File: config.mk
export PLATFORM = sky130hd
export DESIGN_NAME = path_mailbox
export DESIGN_NICKNAME = d
export VERILOG_FILES = /design/src/rtl/path_mailbox.sv
export SDC_FILE = /design/constraint.sdc
export NUM_CORES = 1
export LEC_CHECK = 0
export CAP_MARGIN = 0
export CORE_MARGIN = 5
export CORE_UTILIZATION = 55
export CTS_CLUSTER_DIAMETER = 60
export CTS_CLUSTER_SIZE = 30
export DETAILED_ROUTE_END_ITERATION = 8
export HOLD_SLACK_MARGIN = 0.05
export PLACE_DENSITY_LB_ADDON = 0.15
export SETUP_SLACK_MARGIN = 0.2
export SYNTH_ARGS = -nofsm -noshare
export SYNTH_HDL_FRONTEND = slang
export SYNTH_SLANG_ARGS = --single-unit
File: constraint.sdc
create_clock -name clk -period 4 [get_ports clk]
set_clock_uncertainty 0.2 [all_clocks]
set_input_delay 0.8 -clock clk [delete_from_list [all_inputs] [get_ports clk]]
set_output_delay 0.8 -clock clk [all_outputs]
set_load 0.01 [all_outputs]
File: src/rtl/path_mailbox.sv
// path_mailbox: memory-mapped START/END/NODE/DONE words for the path planner,
// with a node FIFO feeding the downstream navigator over valid/ready.
module path_mailbox #(
    parameter logic [31:0] BASE_ADDR  = 32'h02000000,
    parameter int          FIFO_DEPTH = 8,
    parameter int          CNT_W      = 9
) (
    input  logic             clk,
    input  logic             reset_n,
    input  logic             ext_we,
    input  logic [31:0]      ext_addr,
    input  logic [31:0]      ext_wdata,
    input  logic             cpu_we,
    input  logic [31:0]      cpu_addr,
    input  logic [31:0]      cpu_wdata,
    output logic [31:0]      cpu_rdata,
    output logic             cpu_hit,
    output logic             node_valid,
    output logic [31:0]      node_data,
    input  logic             node_ready,
    output logic [CNT_W-1:0] node_count,
    output logic             done,
    output logic             at_end,
    output logic             overflow
);

    localparam int PTR_W = (FIFO_DEPTH > 1) ? $clog2(FIFO_DEPTH) : 1;
    localparam logic [PTR_W:0]   DEPTH_OCC = FIFO_DEPTH[PTR_W:0];
    localparam logic [PTR_W:0]   OCC_ONE   = 1;
    localparam logic [PTR_W-1:0] PTR_ONE   = 1;
    localparam logic [CNT_W-1:0] CNT_ONE   = 1;

    localparam logic [1:0] IDX_START = 2'd0;
    localparam logic [1:0] IDX_END   = 2'd1;
    localparam logic [1:0] IDX_NODE  = 2'd2;
    localparam logic [1:0] IDX_DONE  = 2'd3;

    logic [31:0]      start_q, start_d;
    logic [31:0]      end_q, end_d;
    logic [31:0]      last_node_q, last_node_d;
    logic             done_q, done_d;
    logic             at_end_q, at_end_d;
    logic             overflow_q, overflow_d;
    logic [CNT_W-1:0] node_count_q, node_count_d;
    logic [31:0]      mem_q [FIFO_DEPTH];
    logic [31:0]      mem_d [FIFO_DEPTH];
    logic [PTR_W-1:0] wr_ptr_q, wr_ptr_d;
    logic [PTR_W-1:0] rd_ptr_q, rd_ptr_d;
    logic [PTR_W:0]   occ_q, occ_d;

    logic       ext_hit;
    logic [1:0] ext_idx;
    logic [1:0] cpu_idx;
    logic       host_start_we, host_end_we, host_node_we, host_done_we;
    logic       core_node_we, core_done_we;
    logic       fifo_full, fifo_pop, fifo_push_ok;
    logic       unused_bits;

    assign ext_hit = (ext_addr[31:4] == BASE_ADDR[31:4]);
    assign ext_idx = ext_addr[3:2];
    assign cpu_hit = (cpu_addr[31:4] == BASE_ADDR[31:4]);
    assign cpu_idx = cpu_addr[3:2];

    assign host_start_we = ext_we && ext_hit && (ext_idx == IDX_START);
    assign host_end_we   = ext_we && ext_hit && (ext_idx == IDX_END);
    assign host_node_we  = ext_we && ext_hit && (ext_idx == IDX_NODE);
    assign host_done_we  = ext_we && ext_hit && (ext_idx == IDX_DONE);

    // The host owns a word outright when both sides write it in the same cycle.
    assign core_node_we = cpu_we && cpu_hit && (cpu_idx == IDX_NODE) && !host_node_we;
    assign core_done_we = cpu_we && cpu_hit && (cpu_idx == IDX_DONE) && !host_done_we;

    assign node_valid   = (occ_q != '0);
    assign fifo_full    = (occ_q == DEPTH_OCC);
    assign fifo_pop     = node_valid && node_ready;
    assign fifo_push_ok = core_node_we && (!fifo_full || fifo_pop);

    assign node_data  = node_valid ? mem_q[rd_ptr_q] : 32'd0;
    assign node_count = node_count_q;
    assign done       = done_q;
    assign at_end     = at_end_q;
    assign overflow   = overflow_q;

    assign unused_bits = ^{ext_addr[1:0], cpu_addr[1:0]};

    // Core read mux: zero on a miss, DONE reads back as a single status bit.
    always_comb begin
        cpu_rdata = 32'd0;
        if (cpu_hit) begin
            case (cpu_idx)
                IDX_START: cpu_rdata = start_q;
                IDX_END:   cpu_rdata = end_q;
                IDX_NODE:  cpu_rdata = last_node_q;
                default:   cpu_rdata = {31'd0, done_q};
            endcase
        end
    end

    // Next-state for the mailbox words, flags, counter and node FIFO.
    always_comb begin
        start_d      = start_q;
        end_d        = end_q;
        last_node_d  = last_node_q;
        done_d       = done_q;
        at_end_d     = at_end_q;
        overflow_d   = overflow_q;
        node_count_d = node_count_q;
        mem_d        = mem_q;
        wr_ptr_d     = wr_ptr_q;
        rd_ptr_d     = rd_ptr_q;
        occ_d        = occ_q;

        if (host_start_we) start_d = ext_wdata;
        if (host_end_we)   end_d   = ext_wdata;

        if (core_node_we) begin
            last_node_d = cpu_wdata;
            at_end_d    = (cpu_wdata == end_q);
            if (node_count_q != '1) node_count_d = node_count_q + CNT_ONE;
            if (fifo_full && !fifo_pop) overflow_d = 1'b1;
        end

        if (core_done_we && (cpu_wdata == 32'd1)) done_d = 1'b1;

        if (host_node_we) begin
            // A host NODE write flushes the FIFO, overriding any concurrent pop.
            last_node_d = ext_wdata;
            at_end_d    = 1'b0;
            wr_ptr_d    = '0;
            rd_ptr_d    = '0;
            occ_d       = '0;
        end else begin
            if (fifo_push_ok) begin
                mem_d[wr_ptr_q] = cpu_wdata;
                wr_ptr_d        = wr_ptr_q + PTR_ONE;
            end
            if (fifo_pop) rd_ptr_d = rd_ptr_q + PTR_ONE;
            if (fifo_push_ok && !fifo_pop)      occ_d = occ_q + OCC_ONE;
            else if (!fifo_push_ok && fifo_pop) occ_d = occ_q - OCC_ONE;
        end

        if (host_done_we) begin
            // A host DONE write starts a fresh run, so the run statistics clear.
            done_d       = ext_wdata[0];
            node_count_d = '0;
            overflow_d   = 1'b0;
            at_end_d     = 1'b0;
        end
    end

    // State registers; reset clears every word, flag and FIFO entry at once.
    always_ff @(posedge clk or negedge reset_n) begin
        if (!reset_n) begin
            start_q      <= '0;
            end_q        <= '0;
            last_node_q  <= '0;
            done_q       <= 1'b0;
            at_end_q     <= 1'b0;
            overflow_q   <= 1'b0;
            node_count_q <= '0;
            wr_ptr_q     <= '0;
            rd_ptr_q     <= '0;
            occ_q        <= '0;
            for (int i = 0; i < FIFO_DEPTH; i++) mem_q[i] <= '0;
        end else begin
            start_q      <= start_d;
            end_q        <= end_d;
            last_node_q  <= last_node_d;
            done_q       <= done_d;
            at_end_q     <= at_end_d;
            overflow_q   <= overflow_d;
            node_count_q <= node_count_d;
            wr_ptr_q     <= wr_ptr_d;
            rd_ptr_q     <= rd_ptr_d;
            occ_q        <= occ_d;
            mem_q        <= mem_d;
        end
    end

endmodule

==> results of run 1 <==
placed cells by master, fill, tap and decap left out, drive strengths merged, types with 37 or more instances in the layout:
| master | instances |
|---|---|
| nor2 | 146 |
| a21oi | 44 |
| dfrtp | 374 |
| mux2i | 68 |
| mux4 | 65 |
| mux2 | 320 |
| nand2 | 74 |
| xor2 | 37 |
| clkbuf | 38 |
| clkdlybuf4s50 | 171 |
| buf | 72 |
worst reg2reg max path, cell delays in order (launching register included):
cell and delay (ps):
dfrtp_1 450, nor4_2 390, buf_12 280, inv_1 130, nand2_1 190, nand3_1 130, ha_1 310, a21o_1 190
a21oi_1 190, nor3_1 80, a311o_1 340, a31oi_1 150
final cells by class:
type                    count  area share, %
well taps                 442           2.52
multi-input cells         891           37.2
clock inverters            19           1.15
inverters                   8          0.137
repair buffers            278           13.2
diodes                      1         0.0114
flip-flops and latches    374           42.6
clock buffers              29           3.15
through the flow:
| step | hold slack [ps] | cell area [um^2] |
|---|---|---|
| 2_1_floorplan | 252 | 18000 |
| 3_3_place_gp | 263 | 21000 |
| 3_5_place_dp | 271 | 21000 |
| 4_1_cts | 147 | 21900 |
| 5_1_grt | 152 | 22000 |
| 6_report | 88.3 | 22000 |
per-layer routing:
layer	global-route usage, %	vias to the layer above
li1	-	5360
met1	37.7	6330
met2	43.1	354
met3	3.64	72
met4	6.88	0
met5	0	-
power by group through the flow:
stage / clock [mW] / sequential [mW] / combinational (mW)
after floorplan: 0 / 3.91 / 0.898
after global placement: 0 / 3.98 / 1.45
after CTS: 3.00 / 3.92 / 1.49
after detailed placement: 0 / 3.99 / 1.47
after global routing: 3.15 / 3.94 / 1.64
final: 2.94 / 3.93 / 1.53
sequential cells by signal (all words and copies together), names as in the netlist, 3 cells and up:
register / count
start_q: 32
node_count: 9
occ_q: 4
mem_q: 256
wr_ptr_q: 3
end_q: 32
last_node_q: 32
rd_ptr_q: 3
repair_timing:
| item | 4_1_cts | 5_1_grt |
|---|---|---|
| endpoints found under the hold margin | 0 | 0 |
| gates resized for setup | 36 | 32 |
| pin swaps | 0 | 0 |
| endpoints found under the setup margin | 34 | 29 |
| buffers inserted | 0 | 0 |
| cloned | 0 | 2 |
final timing paths:
| kind | cells past startpoint | slack [ps] | endpoint |
|---|---|---|---|
| max reg2reg | 11 | 910 | occ_q[3] |
| min reg2reg | 1 | 290 | mem_q[50] |
| min | 1 | 90 | start_q[6] |
| min in group clk | 1 | 290 | mem_q[50] |
| max in group asynchronous | 2 | 2580 | last_node_q[23] |
| max | 6 | 240 | cpu_rdata[13] |
kinds of logic (layout without fill, tap and decap cells):
family,after synthesis,after routing
mux,453,453
flops,374,374
simple gates,303,303
buf+inv,128,334
compound gates,86,86
xor+xnor,42,42
fa+ha+maj,7,7
other cells,0,1
==> impl_metrics.toml, run 1 <==
[status]
run_status = "finished clean"

[timing]
setup-violations-final = 0
slew_violations = 0
hold_viol_final = 0
rsz0062_at_grt = "true"
worst_pin_slew_ps = 992
max_freq_ghz = 0.266
timing.setup.tns_ps = 0
fin_ws_ps = 238
relSlewSlack_pct = 33.7
fin_crit_sh_pct = 94.0
finalCriticalPeriod_ps = 3760

[pwr]
combPwrFrac_pct = 18.2
powerDensity_nw_per_um2 = 383
ir_drop_v = 0.000410
p_sw_mw = 2.41
clock_power_share_pct = 35.0
power_mw = 8.41
p_int_mw = 6.00
switching_share_pct = 28.7
p_leak_nw = 10.5
pwr-share-seq_pct = 46.8

[global_route]
grt_max_degree = 108
overflow = 0
grt_pass1_vias = 12800
grt_util_all_layers_pct = 26.3
antenna_found_initial = 1
grt_first_pass_wirelength_um = 74700

[logic_synthesis]
yosysTopAreaCellShare_pct = 52.1
ys_types = 42
synth_nets = 1533
avgSynthCellArea_um2 = 12.9
synthCells = 1393
yosysSeqAreaShare_pct = 52.1
ys_top_cells_by_area = "dfrtp_1 (52%), mux2_2 (20%), mux4_2 (8.1%), mux2i_1 (3.8%), nor2_1 (3.0%)"
synth_top_cell_by_area = "dfrtp_1"
synth_top_family_by_area = "multiplexers"
synth_commonest_cells = "dfrtp_1 (374), mux2_2 (313), nor2_1 (146), clkbuf_1 (81), nand2_1 (74)"
synthXorXnorAreaFrac_pct = 2.05
synth_area_um2 = 18000
yosys_warnings = 0
synth_seq_cells = 374
synth_top_flop_cell = "dfrtp_1"
synth_fa_ha_area_share_pct = 0.529
synthArstFlopShare_pct = 100
yosys.area_share.simple_pct = 7.82
synth_edf_count = 0
synth_compound_area_share_pct = 2.71
yosysMostFrequentCell = "dfrtp_1"
synthMuxAreaShare_pct = 32.0

[place]
portBuffers = 206
hpwl_um = 31800
placed_cells = 1991
post-place-ws_ps = -215
globalplace.congestion = 0.844

[critical_path]
critPathSlowestCell = "or4_4"
crit_family = "simple AND/OR/NAND/NOR gates"
crit_buf_inv = 3
critPathKind = "primary input to primary output"
crit_required_ps = 3000
cp-start-kind = "primary input"
worstPathCellList = "clkdlybuf4s50_1 > or4_4 > or3_4 > buf_12 > nor2_1 > clkdlybuf4s15_1"
cp_max_fo = 33
arrival_ps = 2760
rr_startpoint = "occ_q[1]"
cp_slowest_stage_delay_ps = 580
startpoint = "cpu_addr[27]"
end_kind = "primary output"

[die]
row_count = 66
die_h_um = 191
die_area_um2 = 36400
die_w_um = 191
coreArea_um2 = 32400
ioPinCount = 211
initial_core_util_pct = 55.5

[layout]
regArea_um2 = 9370
drive_above_1_share_pct = 33.1
fin_cells = 2042
multi_input_area_um2 = 8180
fill_cells = 2386
syn_to_final_growth_pct = 22.2
fin_util_pct = 67.9
nets = 1719

[clock_tree]
clock-root-buffer = "clkbuf_16"
clock_latency_ps = 560
path_clk_slew_ps = 80
holdBufCountCts = 0
cts_made_buffers = 26
ctsHtreeMaxLevel = 1
clock_path_buffers = 3
cts_tree = "built"
cts.sinks = 374

[routing]
via_per_inst = 5.93
finalWirelength_um = 47800
met3_length_um = 2510
avgRoutedWirePerCell_um = 23.4
vias = 12100
drt_pre_antenna_iters = 5
drt-met1-wl_um = 20900
initialDrtViolationCount = 818
antenna_left = 0
top_layer = "met4"
route.met2.wl_um = 23100
remaining_drc_errors = 0

[worst_hold_path]
worstHoldPathType = "primary input to async pin"

[job]
drv_cap = 0
Power figures use the tool's default switching activity.
==> run 2, diff against run 1 <==
--- a/config.mk
+++ b/config.mk
@@ -11,8 +11,10 @@
 export CTS_CLUSTER_DIAMETER = 60
 export CTS_CLUSTER_SIZE = 30
 export DETAILED_ROUTE_END_ITERATION = 8
+export GPL_TIMING_DRIVEN = 0
 export HOLD_SLACK_MARGIN = 0.05
 export PLACE_DENSITY_LB_ADDON = 0.15
+export REMOVE_ABC_BUFFERS = 1
 export SETUP_SLACK_MARGIN = 0.2
 export SYNTH_ARGS = -nofsm -noshare
 export SYNTH_HDL_FRONTEND = slang
==> impl_metrics.toml, run 2 (synthesized netlist as in run 1, its figures left out) <==
[global_route]
antenna_found_initial = 3
grt_max_degree = 125
grt_pass1_vias = 13100
overflow = 0
grt_first_pass_wirelength_um = 79700
grt_util_all_layers_pct = 28.5

[die]
coreArea_um2 = 32400
ioPinCount = 211
die_area_um2 = 36400
die_w_um = 191
row_count = 66
die_h_um = 191
initial_core_util_pct = 55.5

[layout]
largest_reg_flops = 256
fill_cells = 2263
layout_commonest_cell = "dfrtp_1"
nets = 1755
fin_util_pct = 70.3
regArea_um2 = 9370
multi_input_area_um2 = 8430
fin_cells = 2079
syn_to_final_growth_pct = 26.6
drive_above_1_share_pct = 37.3
largest_register = "mem_q"
final_cell_mix = "dfrtp_1 (371), mux2_2 (313), clkdlybuf4s50_1 (149)"

[critical_path]
cp_max_fo = 5
cp-start-kind = "primary input"
critical_path_depth = 10
crit_family = "buffers and inverters"
r2r_end = "occ_q[3]"
cp_slowest_stage_delay_ps = 420
worstPathCellList = "clkdlybuf4s50_1 > nor4_2 > nand4_1 > buf_6 > buf_6 > buf_12 > or3_4 > buf_8 > nor2_2 > buf_2"
crit_top_cell = "buf_6"
arrival_ps = 2810
startpoint = "cpu_addr[6]"
critPathKind = "primary input to primary output"
crit_required_ps = 3000
critPathSlowestCell = "clkdlybuf4s50_1"
worstRegToRegCells = 10
endpoint = "cpu_rdata[20]"
reg2reg_setup_slack_ps = 350
crit_buf_inv = 6
rr_startpoint = "occ_q[1]"
end_kind = "primary output"

[routing]
initialDrtViolationCount = 1070
vias = 12800
via_per_inst = 6.15
antenna_left = 0
drt_pre_antenna_iters = 6
avgRoutedWirePerCell_um = 25.5
remaining_drc_errors = 0
finalWirelength_um = 53000

[timing]
finalCriticalPeriod_ps = 3810
slew_violations = 0
rsz0062_at_grt = "true"
max_freq_ghz = 0.263
relSlewSlack_pct = 33.1
setup-violations-final = 0
fin_crit_sh_pct = 95.2
worst_pin_slew_ps = 995
hold_viol_final = 0

[clock_tree]
cts_made_buffers = 27
clock_path_buffers = 3
cts.sinks = 374
clock-root-buffer = "clkbuf_16"
clock_latency_ps = 580
cts_tree = "built"
ctsHtreeMaxLevel = 1
path_clk_slew_ps = 80

[pwr]
p_leak_nw = 10.9
powerDensity_nw_per_um2 = 379
ir_drop_v = 0.000392

[job]
drv_cap = 0

[place]
globalplace.congestion = 0.775
hpwl_um = 33400
portBuffers = 206
placed_cells = 1964

[status]
run_status = "finished clean"

[worst_hold_path]
hold_depth = 1
worstHoldPathType = "flop to flop"
[run 2: worst min path at each step]
stage | start | to
global route | mem_q[162] | mem_q[162]
global placement | mem_q[47] | mem_q[47]
floorplan | mem_q[47] | mem_q[47]
detailed placement | mem_q[58] | mem_q[58]
finish | mem_q[53] | mem_q[53]
CTS | mem_q[58] | mem_q[58]
[run 2: area by class of cell]
cell class                      instances  area share [%]
Antenna cell                            1          0.0110
Clock buffer                           29            3.09
Clock inverter                         21            1.37
Inverter                                8           0.132
Multi-Input combinational cell        897            37.0
Sequential cell                       374            41.2
Tap cell                              442            2.43
Timing Repair Buffer                  307            14.8
[run 2: power breakdown]
group	internal, mW	switching [mW]
Clock	1.48	1.63
Combinational	0.711	0.828
Sequential	3.82	0.154
Total	6.01	2.61
[run 2: stage by stage]
step	worst slack, ps	power (mW)	area, um^2	hold WS [ps]	setup TNS, ps
after floorplan	-1300	4.75	17500	252	-215380
after global placement	-14430	5.36	20100	265	-7418040
after detailed placement	-1220	5.45	21000	275	-252100
after CTS	70.3	8.61	22500	293	0
after global routing	116	8.90	22800	317	0
final	193	8.62	22800	290	0
[run 2: per-layer routing]
layer / GRT usage (%) / share of wire (%) / wire length (um)
met4: 8.59 / 3.4 / 1780
met5: 0 / 0.045 / 24
met1: 40.7 / 42 / 22300
met3: 4.94 / 8.3 / 4370
met2: 45.5 / 46 / 24600
[run 2: worst reg2reg max path: stages (launching register included)]
cell and delay (ps):
dfrtp_1 460, nor3_1 540, nor3b_1 850, nor4b_4 150, nand3_1 200, ha_1 250, a21o_1 190, a21oi_2 170
nor3_1 90, a311o_1 340, a31oi_1 150
[run 2: what timing repair did]
item / in CTS / in global routing
setup endpoints to repair: 317 / 163
endpoints found under the hold margin: 61 / 0
gates resized for setup: 118 / 69
pin swaps: 21 / 20
cloned: 6 / 1
hold buffers: 1 / 0
buffers inserted: 45 / 11
==> variant 1: new RTL, config.mk and constraints of run 1 <==
Set the parameter `FIFO_DEPTH` to 4 (it was 8).
--- a/src/rtl/path_mailbox.sv
+++ b/src/rtl/path_mailbox.sv
@@ -4,3 +4,3 @@
     parameter logic [31:0] BASE_ADDR  = 32'h02000000,
-    parameter int          FIFO_DEPTH = 8,
+    parameter int          FIFO_DEPTH = 4,
     parameter int          CNT_W      = 9
Function: not settled (the Yosys comparison gave no result); the edit may change what the design does.
==> variant 1 against run 1 <==
  * Count of clock-buffer cells in the layout decreased by 6
  * Global-route usage is 0.76 points lower
  * Synthesized area is 33% lower
  * Setup slack improved by 0.0071 ns
  * Sequential cell count fell by 131
  * Wire length shrank 34%
  * Total power decreased by 41%
  * Final area shrank 30%
  * Largest power group unchanged
==> variant 1: results (changes against run 1) <==
| Metric | Value |
|---|---|
| Reg2reg setup slack | 1.53 ns (+0.62 ns) |
| Tot GR Track Use | 0.256 (-0.00760) |
| Syn nets | 1103 (-28%) |
| Largest net degree at the start of global routing | 110 (+1.9%) |
| Placed wire-length estimate | 21700 microns (-32%) |
| Max FO, Critical Path | 8 (-76%) |
| Seq/Total Area, Yosys | 0.504 (-0.0169) |
| Top post-synthesis cells by count | 243 x dfrtp_1, 183 x mux2_2, 72 x nor2_1, 63 x mux2i_1, 42 x a21oi_1 |
| # port buffers | 206 (unchanged) |
| Reg-to-Reg Start | occ_q[1] |
| Clk_lat worst skew | 0.50 ns (-0.06 ns) |
| Iteration-0 DRC Markers | 545 (-33%) |
| Synth Warn # | 0 (unchanged) |
| Status | complete, no violations |
| Final #Nets | 1317 (-23%) |
| Share of layout cells above drive strength 1 | 0.285 (-0.0454) |
| R2R depth | 4 (-7) |
| Drt first pass iters | 5 (unchanged) |
| Ys flop type | dfrtp_1 |
| DP Area | 14700 sq um (-30%) |
| Cts bufs inserted | 20 (-23%) |
| Top cells by area, synth | dfrtp_1 50%, mux2_2 17%, mux4_2 6.2% |
| Gpl congestion | 0.772 (-8.6%) |
| Avg Vias per Cell | 5.82 (-1.9%) |
| Diode count | 0 (-1) |
| Global-route wire length before repair | 50000 microns (-33%) |
| Most flops, register | mem_q |
| Worst hold path type | reg -> reg |
| Critical Path AT | 2.75 ns (about the same) |
| Antenna violations before repair | 0 (-1) |
| Clk buf depth | 3 (unchanged) |
| Worst Setup EP | cpu_rdata[2] |
| Max-slew headroom | 0.617 (+0.281) |
| Max FFs per register | 128 (-50%) |
| Vias in the first global route | 9125 (-29%) |
| CTS root buffer | clkbuf_16 |
| Final Hold Viols | 0 (unchanged) |
| Post-DR wirelength/cell | 21.5 microns (-7.9%) |
| # fillers | 1620 (-32%) |
| P_leak | 0.00695 uW (-34%) |
| Clock-pin transition on the worst setup and hold timing paths | 0.08 ns (about the same) |
| Worst setup path start | cpu_addr[16] |
| H-Tree Depth | 1 (unchanged) |
| Yosys cell types | 51 (+21%) |
| Reg-to-Reg End | mem_q[48] |
| VDD IR max | 0.278 mV (-32%) |
| Ys async rst share | 1.00 (unchanged) |
variant 1: changes by cell type after synthesis, moves of 32 or more:
cell             run 1  this run
dfrtp_1            374       243
mux2_2             313       183
nor2_1             146        72
clkbuf_1            81        30
xor2_1              37         1
o21ai_0              5        40
and2_1               0        34
nand2_1             74        40
mux4_2              65        33
variant 1: cell type report:
type | count | area, sq um | area share
flip-flops and latches | 243 | 6080 | 0.396
clock inverters | 13 | 173 | 0.0112
clock buffers | 23 | 553 | 0.0360
inverters | 6 | 22.5 | 0.00147
well taps | 280 | 350 | 0.0228
repair buffers | 251 | 2400 | 0.156
multi-input cells | 655 | 5800 | 0.377
variant 1: report_power, final:
group          leakage [uW]  switching (uW)  total, uW  internal [uW]
Sequential          0.00340       0.0000386       2450           2450
Combinational       0.00320             163        313            149
Clock              0.000352             993       2170           1170
Total               0.00695            1160       4930           3780
variant 1: routing by layer:
metal	track usage	vias to the layer above	wire length [microns]
met5	0	-	0
met4	0.0573	0	734
met3	0.0388	39	1680
met2	0.437	239	15900
met1	0.350	4350	13400
li1	-	3934	-
variant 1: worst min path at each step:
stage | startpoint | end | cells after the start
2_1_floorplan | start_q[5] | start_q[5] | 1
6_report | start_q[5] | start_q[5] | 1
5_1_grt | start_q[5] | start_q[5] | 1
4_1_cts | start_q[5] | start_q[5] | 1
3_5_place_dp | start_q[5] | start_q[5] | 1
3_3_place_gp | mem_q[65] | mem_q[65] | 1
variant 1: per-stage QoR:
step	cells	hold slack [ns]	worst slack [ns]
final	1471	0.287	0.245
after global routing	1471	0.306	0.198
after global placement	1429	0.268	-0.126
after CTS	1469	0.292	0.0924
after floorplan	963	0.257	0.680
after detailed placement	1429	0.274	-0.186
variant 1: logic make-up (layout without fill, tap and decap cells):
kind of cell | after synthesis | count (layout) | share of synthesized area
AND/OR/NAND/NOR | 225 | 225 | 0.100
AO/OA/AOI/OAI | 98 | 98 | 0.0449
flip-flops | 243 | 243 | 0.504
multiplexers | 288 | 288 | 0.293
adder cells (fa/ha/maj) | 7 | 7 | 0.00788
XOR/XNOR | 37 | 37 | 0.0268
buffers and inverters | 65 | 293 | 0.0234
variant 1: critical path, stage by stage:
cell,delay [ns]
clkdlybuf4s50_1,0.46
nor4b_4,0.33
nand4_1,0.18
or2_4,0.32
buf_4,0.16
buf_4,0.15
nor2_1,0.11
clkdlybuf4s15_1,0.24
variant 1: what timing repair did:
item / in CTS / in global routing
gates resized for setup: 39 / 48
setup buffers: 3 / 2
cloned: 0 / 0
pin swaps: 1 / 5
hold buffers: 1 / 0
setup endpoints to repair: 33 / 25
hold endpoints to repair: 45 / 0
==> variant 2: new RTL, config.mk and constraints of run 1 <==
Made on the original files. Reset style: synchronous (`reset_n`), changed in one clocked block.
--- a/src/rtl/path_mailbox.sv
+++ b/src/rtl/path_mailbox.sv
@@ -151,3 +151,3 @@
     // State registers; reset clears every word, flag and FIFO entry at once.
-    always_ff @(posedge clk or negedge reset_n) begin
+    always_ff @(posedge clk) begin
         if (!reset_n) begin
Function: changed (a bounded check fails within 4 cycles, from zero or initial values and one cycle with reset_n low; the reset may be asserted at any time).
==> variant 2 against run 1 <==
  * Critical path depth is 2 higher
  * Final area is 4.8% lower
  * Sequential cell count stayed put
  * Worst hold slack better by 0.17 ns
  * Synthesized area is 4.2% lower
  * Register-to-register slack better by 0.02 ns
  * Setup slack worse by 0.028 ns
  * Wire length is 1.5% lower
  * Highest routed layer is now met5
  * Final cell count is 15% higher
Power is not compared: it rests on default switching activity, and its combinational part moved more than twofold at a synthesized area within 25%.
==> variant 2: results (changes against run 1) <==
| Metric | Value |
|---|---|
| Placed wire-length estimate | 30900 microns (-2.8%) |
| Cts bufs inserted | 27 (+3.8%) |
| Share of layout cells above drive strength 1 | 0.128 (-0.203) |
| R2R depth | 12 (+1) |
| P_leak | between 0.008 and 0.009 uW |
| Yosys cell types | 45 (+7.1%) |
| Reg2reg setup slack | 0.93 ns (+0.02 ns) |
| Levels on crit path | 8 (+2) |
| Hold slack | 0.259 ns (+0.170 ns) |
| # Post-CTS Setup Buffers | 1 (+1) |
| Syn nets | 1914 (+25%) |
| DP Area | 19900 sq um (-5.4%) |
| CP top delay family | simple AND/OR/NAND/NOR gates |
| PostCTS Resize Cnt | 99 (+180%) |
| M3 GR Usage | 0.0478 (+0.0113) |
| Tot GR Track Use | 0.257 (-0.00661) |
| Worst hold path type | reg -> reg |
| Met2 wire length | 22400 microns (-2.9%) |
| Placed cells | 2287 (+15%) |
| Critical Path AT | 2.79 ns (+0.03 ns) |
| Synth Instances | 1773 (+27%) |
| Max-slew headroom | 0.495 (+0.159) |
| Top cells by area, synth | dfxtp_1 43%, mux2i_1 21%, mux4_2 8.5% |
| Met1 GRT Util | 0.344 (-0.0329) |
| Via count | 13700 (+13%) |
| Max layer used | met5 |
| Global-route wire length before repair | 74700 microns (about the same) |
| Largest net degree at the start of global routing | 113 (+4.6%) |
| Met3 wire length | 3110 microns (+24%) |
| Grt met2 use | 0.433 (+0.00217) |
| Iteration-0 DRC Markers | 1063 (+30%) |
| Status | complete, no violations |
| Diode count | 0 (-1) |
| # port buffers | 206 (unchanged) |
| Slowest stage cell on the critical path | or3_4 |
| Worst setup path start | cpu_addr[25] |
| Top post-synthesis cells by count | 374 x dfxtp_1, 353 x mux2i_1, 332 x nand2_1, 139 x nor2_1, 97 x clkbuf_1 |
| Ys async rst share | 0 (-1.00) |
| Max FO, Critical Path | 8 (-76%) |
| Slowest stage delay, CP | 0.54 ns (-0.04 ns) |
| Gpl congestion | 0.825 (-2.3%) |
| DRT Wirelength | 47100 microns (-1.5%) |
| Pre-CTS worst setup slack | -0.253 ns (-0.0385 ns) |
| Met1 Wirelength | 20200 microns (-3.3%) |
| Seq/Total Area, Yosys | 0.435 (-0.0860) |
| Reg-to-Reg End | occ_q[3] |
==> variant 2: cell count changes after synthesis, moves of 67 or more <==
cell / run 1 / this run
mux2_2: 313 / 0
mux2i_1: 68 / 353
nand2_1: 74 / 332
dfxtp_1: 0 / 374
o21ai_0: 5 / 72
dfrtp_1: 374 / 0
==> variant 2: layout make-up <==
type / count / area [sq um]
clock buffer: 29 / 683
fill: 2411 / 9820
sequential: 374 / 7490
inverter: 6 / 22.5
tap: 396 / 495
clock inverter: 20 / 279
timing repair buffer: 265 / 2700
multi-input combinational: 1250 / 9250
==> variant 2: kinds of logic (layout without fill, tap and decap cells) <==
group,Yosys count,after routing,synth area share
AND/OR/NAND/NOR,625,625,0.159
multiplexers,418,418,0.290
flip-flops,374,374,0.435
AO/OA/AOI/OAI,162,162,0.0536
buffers and inverters,149,320,0.0379
XOR/XNOR,37,37,0.0188
adder cells (fa/ha/maj),8,8,0.00625
==> variant 2: report_power, final <==
part	switching (uW)	internal, uW
clock	1500	1460
combinational	221	161
sequential	0.000000979	3720
total	1720	5340
==> variant 2: how the worst max path moves through the flow <==
stage,end,slack [ns]
6_report,cpu_rdata[22],0.21
5_1_grt,cpu_rdata[29],0.13
4_1_cts,cpu_rdata[0],0.09
3_5_place_dp,cpu_rdata[0],-0.25
3_3_place_gp,cpu_rdata[9],-0.25
2_1_floorplan,occ_q[3],0.26
==> variant 2: worst register-to-register path, cell delays in order (launching register included) <==
cell	delay (ns)
dfxtp_1	0.40
nor4_2	0.26
buf_4	0.42
inv_1	0.17
nand2_1	0.16
ha_1	0.18
inv_1	0.06
ha_1	0.27
a21o_1	0.18
a21oi_1	0.17
xnor2_1	0.09
or3_1	0.30
a21oi_1	0.15
